File: src/rtl/display_input_ctrl.sv
// Front end for the 8-digit seven-segment stage: synchronises and debounces two buttons,
// and turns them into one-cycle write strobes, auto-increment writes and a sequenced clear.

module display_input_ctrl_debounce #(
    parameter int DEBOUNCE_CYCLES = 65536,
    parameter int CNT_W           = $clog2(DEBOUNCE_CYCLES + 1)
) (
    input  logic clk,
    input  logic reset,
    input  logic raw_i,
    output logic rise_o
);

    localparam logic [CNT_W-1:0] CNT_MAX = CNT_W'(DEBOUNCE_CYCLES);

    logic             sync1_q;
    logic             sync2_q;
    logic             level_q;
    logic             level_d;
    logic             level_prev_q;
    logic [CNT_W-1:0] cnt_q;
    logic [CNT_W-1:0] cnt_d;

    // The level only moves after the synchronised input has disagreed with it for
    // DEBOUNCE_CYCLES counted cycles plus the cycle that commits the change.
    always_comb begin
        // NOTE: every variable gets a default first so no path can infer a latch.
        level_d = level_q;
        cnt_d   = '0;
        if (sync2_q != level_q) begin
            if (cnt_q == CNT_MAX) begin
                level_d = sync2_q;
            end else begin
                cnt_d = cnt_q + CNT_W'(1);
            end
        end
    end

    always_ff @(posedge clk or negedge reset) begin
        if (!reset) begin
            sync1_q      <= 1'b0;
            sync2_q      <= 1'b0;
            level_q      <= 1'b0;
            level_prev_q <= 1'b0;
            cnt_q        <= '0;
        end else begin
            // NOTE: non-blocking assignments so every flop samples pre-edge values;
            // this is what makes the two-flop synchroniser a real two-stage chain.
            sync1_q      <= raw_i;
            sync2_q      <= sync1_q;
            level_q      <= level_d;
            level_prev_q <= level_q;
            cnt_q        <= cnt_d;
        end
    end

    assign rise_o = level_q & ~level_prev_q;

endmodule

module display_input_ctrl #(
    parameter int DEBOUNCE_CYCLES = 65536,
    parameter int CNT_W           = $clog2(DEBOUNCE_CYCLES + 1)
) (
    input  logic       clk,
    input  logic       reset,
    input  logic       btn_write_raw,
    input  logic       btn_clear_raw,
    input  logic [3:0] sw_num,
    input  logic [2:0] sw_sel,
    input  logic       auto_inc,
    output logic       write,
    output logic [3:0] num,
    output logic [2:0] sel,
    output logic       busy,
    output logic [2:0] ptr
);

    typedef enum logic {
        ST_IDLE  = 1'b0,
        ST_CLEAR = 1'b1
    } state_t;

    state_t     state_q;
    state_t     state_d;
    logic [2:0] clr_idx_q;
    logic [2:0] clr_idx_d;
    logic       write_q;
    logic       write_d;
    logic [3:0] num_q;
    logic [3:0] num_d;
    logic [2:0] sel_q;
    logic [2:0] sel_d;
    logic       busy_q;
    logic       busy_d;
    logic [2:0] ptr_q;
    logic [2:0] ptr_d;
    logic       wr_evt;
    logic       clr_evt;

    display_input_ctrl_debounce #(
        .DEBOUNCE_CYCLES(DEBOUNCE_CYCLES),
        .CNT_W          (CNT_W)
    ) u_db_write (
        .clk   (clk),
        .reset (reset),
        .raw_i (btn_write_raw),
        .rise_o(wr_evt)
    );

    display_input_ctrl_debounce #(
        .DEBOUNCE_CYCLES(DEBOUNCE_CYCLES),
        .CNT_W          (CNT_W)
    ) u_db_clear (
        .clk   (clk),
        .reset (reset),
        .raw_i (btn_clear_raw),
        .rise_o(clr_evt)
    );

    // The first clear write (digit 0) is issued on the IDLE->CLEAR edge, so busy and the
    // eight clear strobes line up exactly; clr_idx then names the next digit to blank.
    always_comb begin
        state_d   = state_q;
        clr_idx_d = clr_idx_q;
        write_d   = 1'b0;
        num_d     = num_q;
        sel_d     = sel_q;
        busy_d    = 1'b0;
        ptr_d     = ptr_q;
        unique case (state_q)
            ST_IDLE: begin
                if (clr_evt) begin
                    state_d   = ST_CLEAR;
                    clr_idx_d = 3'd1;
                    write_d   = 1'b1;
                    num_d     = 4'd0;
                    sel_d     = 3'd0;
                    busy_d    = 1'b1;
                end else if (wr_evt) begin
                    write_d = 1'b1;
                    num_d   = sw_num;
                    if (auto_inc) begin
                        sel_d = ptr_q;
                        ptr_d = ptr_q + 3'd1;
                    end else begin
                        sel_d = sw_sel;
                    end
                end
            end
            ST_CLEAR: begin
                // Button events in this state are single-cycle and simply fall away.
                write_d   = 1'b1;
                num_d     = 4'd0;
                sel_d     = clr_idx_q;
                busy_d    = 1'b1;
                clr_idx_d = clr_idx_q + 3'd1;
                if (clr_idx_q == 3'd7) begin
                    state_d = ST_IDLE;
                    ptr_d   = 3'd0;
                end
            end
            default: state_d = ST_IDLE;
        endcase
    end

    always_ff @(posedge clk or negedge reset) begin
        if (!reset) begin
            state_q   <= ST_IDLE;
            clr_idx_q <= 3'd0;
            write_q   <= 1'b0;
            num_q     <= 4'd0;
            sel_q     <= 3'd0;
            busy_q    <= 1'b0;
            ptr_q     <= 3'd0;
        end else begin
            state_q   <= state_d;
            clr_idx_q <= clr_idx_d;
            write_q   <= write_d;
            num_q     <= num_d;
            sel_q     <= sel_d;
            busy_q    <= busy_d;
            ptr_q     <= ptr_d;
        end
    end

    assign write = write_q;
    assign num   = num_q;
    assign sel   = sel_q;
    assign busy  = busy_q;
    assign ptr   = ptr_q;

endmodule

File: config.mk
export PLATFORM = sky130hd
export DESIGN_NAME = display_input_ctrl
export DESIGN_NICKNAME = d
export VERILOG_FILES = /design/src/rtl/display_input_ctrl.sv
export SDC_FILE = /design/constraint.sdc
export NUM_CORES = 1
export LEC_CHECK = 0
export ABC_AREA = 1
export CAP_MARGIN = 20
export CORE_AREA = 2 2 91 93
export DETAILED_ROUTE_END_ITERATION = 6
export DIE_AREA = 0 0 93 95
export PLACE_DENSITY = 0.64
export SLEW_MARGIN = 20
export SYNTH_ARGS = -nofsm -noshare
export SYNTH_HDL_FRONTEND = slang
export SYNTH_HIERARCHICAL = 1
export SYNTH_SLANG_ARGS = --single-unit
File: constraint.sdc
create_clock -name clk -period 3.7 [get_ports clk]
set_input_delay 0.37 -clock clk [delete_from_list [all_inputs] [get_ports clk]]
set_output_delay 0.37 -clock clk [all_outputs]
set_load 0.1 [all_outputs]
==> out/metrics.cfg, run 1 <==
[routing]
routed_wl_um = 6005
ant_nets = 0
wl_per_cell_um = 11.42
drt_first_iter_violations = 141
drc_errors = 0
route.detailed.vias_per_inst = 4.652
dr.pass1.iters = 4
vias = 2447

[logic_synthesis]
ys_seq_area_share_pct = 47.29
ys_types = 25
synth_fp_nets = 401
synth.avg_cell_area_sq_um = 8.035
syn-cell-area_sq_um = 3069
yosysWarningCount = 6
ys_ff_latch = 58
synth_cells = 382
synthTopCellsByArea = dfrtp_1, nand2_1, nor2_1
synth_top_area_cell = dfrtp_1
synthArstFlopShare_pct = 100.0
synth_top_area_share_pct = 47.29
synth_ff_type = dfrtp_1
synth-edff-count = 0

[timing]
period_share_pct = 60.29
tightestPinTransition_ps = 962.8
rsz0062_at_grt = false
period_minus_slack_ps = 2231
max_slew_margin_pct = 35.62
max_freq_mhz = 448.3
tns_ps = 0
hold_viol = 0
slew_violations = 0
skew_ps = 8.435
finalSetupViolCount = 0

[critical_path]
cp_cell_sequence = clkdlybuf4s50_1
cp_slowest_stage_delay_ps = 1150
cp_slowest_cell = clkdlybuf4s50_1
path_buf_inv = 1
critPathCaptureType = output pin
cpLargestDelayFamily = buffers and inverters
start_kind = register
critPathMaxFanout = 4
arrival_ps = 1860
worst_ep_required_time_ps = 3330
criticalPathCategory = reg2out

[layout]
fin_nets = 435
register_area_sq_um = 1451
finalNonFillerCells = 526
n_antenna_cell = 0
drive_gt1_share_pct = 14.01
mostFrequentLayoutCell = nand2_1
syn_to_final_growth_pct = 17.90
multi_input_area_sq_um = 1426
final_cell_mix = nand2_1, nor2_1, dfrtp_1, inv_1, nand3_1
fillers = 777

[global_routing]
grt_pass1_vias = 2321
grt_usage_pct = 14.82
antenna_found_initial = 0
grt_max_degree = 42
gr-total-overflow = 0
grt_pass1_wl_um = 10410

[clock_tree]
post_cts_resized = 0
cts_setup_buffers = 0
clock-sinks = 58
htreeDepth = 3
clk_pin_slew_ps = 70
clockRootBuffer = clkbuf_8
cts_inserted_buffers = 9
clk_latency_ps = 320
holdBufCountCts = 0
ctsLongestPathBuffers = 2
cts_tree = done

[power_and_ir_drop]
power.total_mw = 1.267
vdd_drop_max_mv = 0.1500
p_leak_nw = 1.719
powerDensity_nw_per_um2 = 350.1

[floorplanning]
dieHeight_um = 95
die-area_sq_um = 8835
initial_utilization_pct = 38.72
rows = 33
core_sq_um = 7928
fp.dieW_um = 93
ioPinCount = 24

[worst_hold_path]
holdCritPathClass = in2async

[run_status]
status = complete, no violations

[job]
cap_violations = 0

[place]
portBuffers = 23
place_congestion = 0.8762
dp_hpwl_um = 4397
dp.cells = 510

power by group:
group | switching, mW | internal (mW)
clock network | 0.253 | 0.309
logic | 0.0333 | 0.0217
registers | 0.00801 | 0.641
total | 0.294 | 0.972
kinds of logic (layout without fill, tap and decap cells):
logic type / after synthesis / in the layout / synth area share (%)
DFF: 58 / 58 / 47.29
and+or+nand+nor: 222 / 222 / 32.61
buffers and inverters: 50 / 89 / 6.237
AOI/OAI and AO/OA: 27 / 27 / 5.381
xor gates and xnor gates: 18 / 18 / 5.626
adders and majority gates: 7 / 7 / 2.854
registers in the layout (all words and copies together), names as in the netlist, 3 cells and up:
name              flops
u_db_write/cnt_q     17
ptr                   3
num                   4
sel                   3
clr_idx_q             3
u_db_clear/cnt_q     17
final timing paths:
check | cells after the start | endpoint | slack [ps] | startpoint
setup / recovery | 1 | ptr[0] | 1470 | ptr[0]
hold / removal | 1 | u_db_clear/cnt_q[4] | 190 | reset
setup reg to reg | 7 | ptr[2] | 2140 | u_db_write/level_q
hold reg to reg | 0 | u_db_clear/sync2_q | 350 | u_db_clear/sync1_q
max in group asynchronous | 2 | u_db_write/cnt_q[6] | 2740 | reset
min in group clk | 0 | u_db_clear/sync2_q | 350 | u_db_clear/sync1_q
final cells by class:
class | count | share of cell area (%)
Clock buffer | 9 | 3.423
Clock inverter | 7 | 1.902
Inverter | 49 | 5.083
Multi-Input combinational cell | 274 | 39.42
Sequential cell | 58 | 40.11
Tap cell | 105 | 3.631
Timing Repair Buffer | 24 | 6.432
synth_stat cells (5+ instances only):
library cell,n
nand2_1,79
nor2_1,78
dfrtp_1,58
inv_1,44
nand3_1,27
a21oi_1,15
xor2_1,12
nor2_2,11
nand2_2,10
ha_1,7
nand4_1,6
inv_2,5
metrics by stage:
| stage | util [%] | setup WS [ps] | instance area, sq um | hold slack, ps |
|---|---|---|---|---|
| floorplan | - | 2086 | 3069 | 74.41 |
| global placement | 43.21 | 1829 | 3426 | 334.3 |
| detailed placement | 43.21 | 1806 | 3426 | 337.0 |
| CTS | 45.64 | 1448 | 3618 | 211.9 |
| global route | 45.64 | 1416 | 3618 | 258.6 |
| finish | 45.64 | 1469 | 3618 | 185.7 |
layer usage:
metal  GRT usage, %  vias up  routed length (um)
met1          19.92     1137                3003
met3          2.634        4                 220
met5              0        -                   0
li1               -     1260                   -
met4          6.740        0                  59
met2          23.43       46                2721
Note: power is estimated with default switching activity, not from simulation.
==> run 2: changes to the inputs <==
Settings changed: PLACE_DENSITY 0.64 to 0.67.
Clock period 3.7 ns to 2.05 ns, I/O delays scaled along.
==> out/metrics.cfg, run 2 (synthesis results as in run 1) <==
[layout]
final_cell_mix = nand2_1, nor2_1, dfrtp_1, inv_1, nand3_1
n_antenna_cell = 0  ; unchanged
finalNonFillerCells = 527  ; +0.19%
drive_gt1_share_pct = 16.82  ; +2.8 points
fin_nets = 436  ; +0.23%
register_area_sq_um = 1451  ; unchanged
multi_input_area_sq_um = 1426  ; unchanged
mostFrequentLayoutCell = nand2_1
post-route-cell-area_sq_um = 3622  ; +0.10%
syn_to_final_growth_pct = 18.02
fillers = 814  ; +4.8%

[timing]
tightestPinTransition_ps = 551.6  ; -411.2 ps
hold_viol = 0  ; unchanged
rsz0062_at_grt = false
setup_ws_ps = 573.4  ; -895.9 ps
whs_ps = 334.1  ; +148.5 ps
tns_ps = 0  ; unchanged
slew_violations = 0  ; unchanged
skew_ps = 5.649  ; -2.786 ps
period_minus_slack_ps = 1477
max_slew_margin_pct = 63.23  ; +28 points
period_share_pct = 72.03
max_freq_mhz = 677.2
finalSetupViolCount = 0  ; unchanged

[worst_hold_path]
holdCritPathClass = in2reg

[clock_tree]
holdBufCountCts = 1  ; +1
cts_tree = done
cts_inserted_buffers = 9  ; unchanged
cts_setup_buffers = 0  ; unchanged
ctsLongestPathBuffers = 2  ; unchanged
clk_pin_slew_ps = 60  ; about the same
clk_latency_ps = 320  ; about the same
clock-sinks = 58  ; unchanged
htreeDepth = 3  ; unchanged
clockRootBuffer = clkbuf_8
post_cts_resized = 0  ; unchanged

[power_and_ir_drop]
p_leak_nw = 1.745  ; +1.6%
p_seq_share_pct = 50.6  ; -0.7 points
swShare_pct = 21.38  ; -1.9 points
p_sw_uw = 495.5  ; +68%
vdd_drop_max_mv = 0.2380  ; +59%
pwr-share-clk_pct = 44.9  ; +0.5 points
pwr-share-comb_pct = 4.5  ; +0.2 points
p_int_mw = 1.822  ; +87%
powerDensity_nw_per_um2 = 639.8  ; +83%

[routing]
ant_nets = 0  ; unchanged
drt_first_iter_violations = 86  ; -39%
routed_wl_um = 6006  ; about the same
route.detailed.vias_per_inst = 4.799  ; +3.2%
drc_errors = 0  ; unchanged
vias = 2529  ; +3.4%
dr.pass1.iters = 6  ; +2
wl_per_cell_um = 11.40  ; -0.17%

[critical_path]
arrival_ps = 1690  ; -170 ps
critPathCaptureType = register
cp_slowest_cell = dfrtp_1
worst_ep_required_time_ps = 2270  ; -1060 ps
cp_cell_sequence = inv_1 > nor2_1 > inv_2 > o21ai_0 > nand2_1 > nand2_1 > nand2_1
critPathMaxFanout = 10  ; +6
crit_top_cell = nand2_1
start_kind = register
criticalPathCategory = reg2reg
cp_slowest_stage_delay_ps = 420  ; -730 ps
reg2reg_setup_slack_ps = 570  ; -1570 ps

[place]
portBuffers = 23  ; unchanged
place_congestion = 0.8873  ; +1.3%
dp_hpwl_um = 4577  ; +4.1%
placed_cell_area_sq_um = 3408  ; -0.51%
dp.cells = 510  ; unchanged
pre_cts_ws_ps = 573.3  ; -1232 ps

[run_status]
status = complete, no violations

[floorplanning]
die-area_sq_um = 8835  ; unchanged
dieHeight_um = 95  ; unchanged
rows = 33  ; unchanged
fp.dieW_um = 93  ; unchanged
initial_utilization_pct = 38.72  ; unchanged
core_sq_um = 7928  ; unchanged
ioPinCount = 24  ; unchanged

[global_routing]
antenna_found_initial = 0  ; unchanged
gr-total-overflow = 0  ; unchanged
grt_pass1_wl_um = 10160  ; -2.4%
grt_pass1_vias = 2279  ; -1.8%
grt_max_degree = 36  ; -14%
grt_usage_pct = 14.67  ; -0.15 points

[job]
cap_violations = 0  ; unchanged

==> run 2: power groups by stage <==
stage / Sequential, mW / Combinational, mW / Clock [mW]
final: 1.17 / 0.104 / 1.04
after global routing: 1.17 / 0.120 / 1.14
after CTS: 1.17 / 0.108 / 1.08
after detailed placement: 1.19 / 0.106 / 0
after global placement: 1.19 / 0.105 / 0
after floorplan: 1.19 / 0.0455 / 0
==> run 2: final cells by class <==
cell class	instances	area share, %
flip-flops and latches	58	40.07
multi-input cells	274	39.38
repair buffers	25	6.218
inverters	49	5.078
clock buffers	11	4.180
well taps	105	3.627
clock inverters	5	1.451
==> run 2: through the flow <==
stage | utilization, % | power (mW)
6_report | 45.69 | 2.318
5_1_grt | 45.69 | 2.438
4_1_cts | 45.69 | 2.365
3_5_place_dp | 42.99 | 1.301
3_3_place_gp | 42.99 | 1.298
2_1_floorplan | - | 1.237
==> run 2: path summary, 6_finish.rpt <==
check,cells after the start,end,startpoint
hold / removal,1,u_db_write/sync1_q,btn_write_raw
setup reg to reg,7,ptr[0],u_db_write/level_q
hold reg to reg,0,u_db_clear/sync2_q,u_db_clear/sync1_q
setup / recovery,7,ptr[0],u_db_write/level_q
min in group asynchronous,2,ptr[0],reset
max in group asynchronous,3,u_db_write/cnt_q[3],reset
==> run 2: per-layer routing <==
metal  GRT usage [%]  wire, um  vias up
li1                -         -     1269
met1           20.10      2907     1178
met2           22.22      2658       70
met3           2.634       309       12
met4           7.721       130        0
met5               0         0        -
==> run 2: worst max-delay path: cells and delay by family (launching register included) <==
family / cells / cell delay, ps
buffers and inverters: 2 / 210
AO/OA/AOI/OAI: 1 / 190
AND/OR/NAND/NOR: 4 / 530
flip-flops: 1 / 420
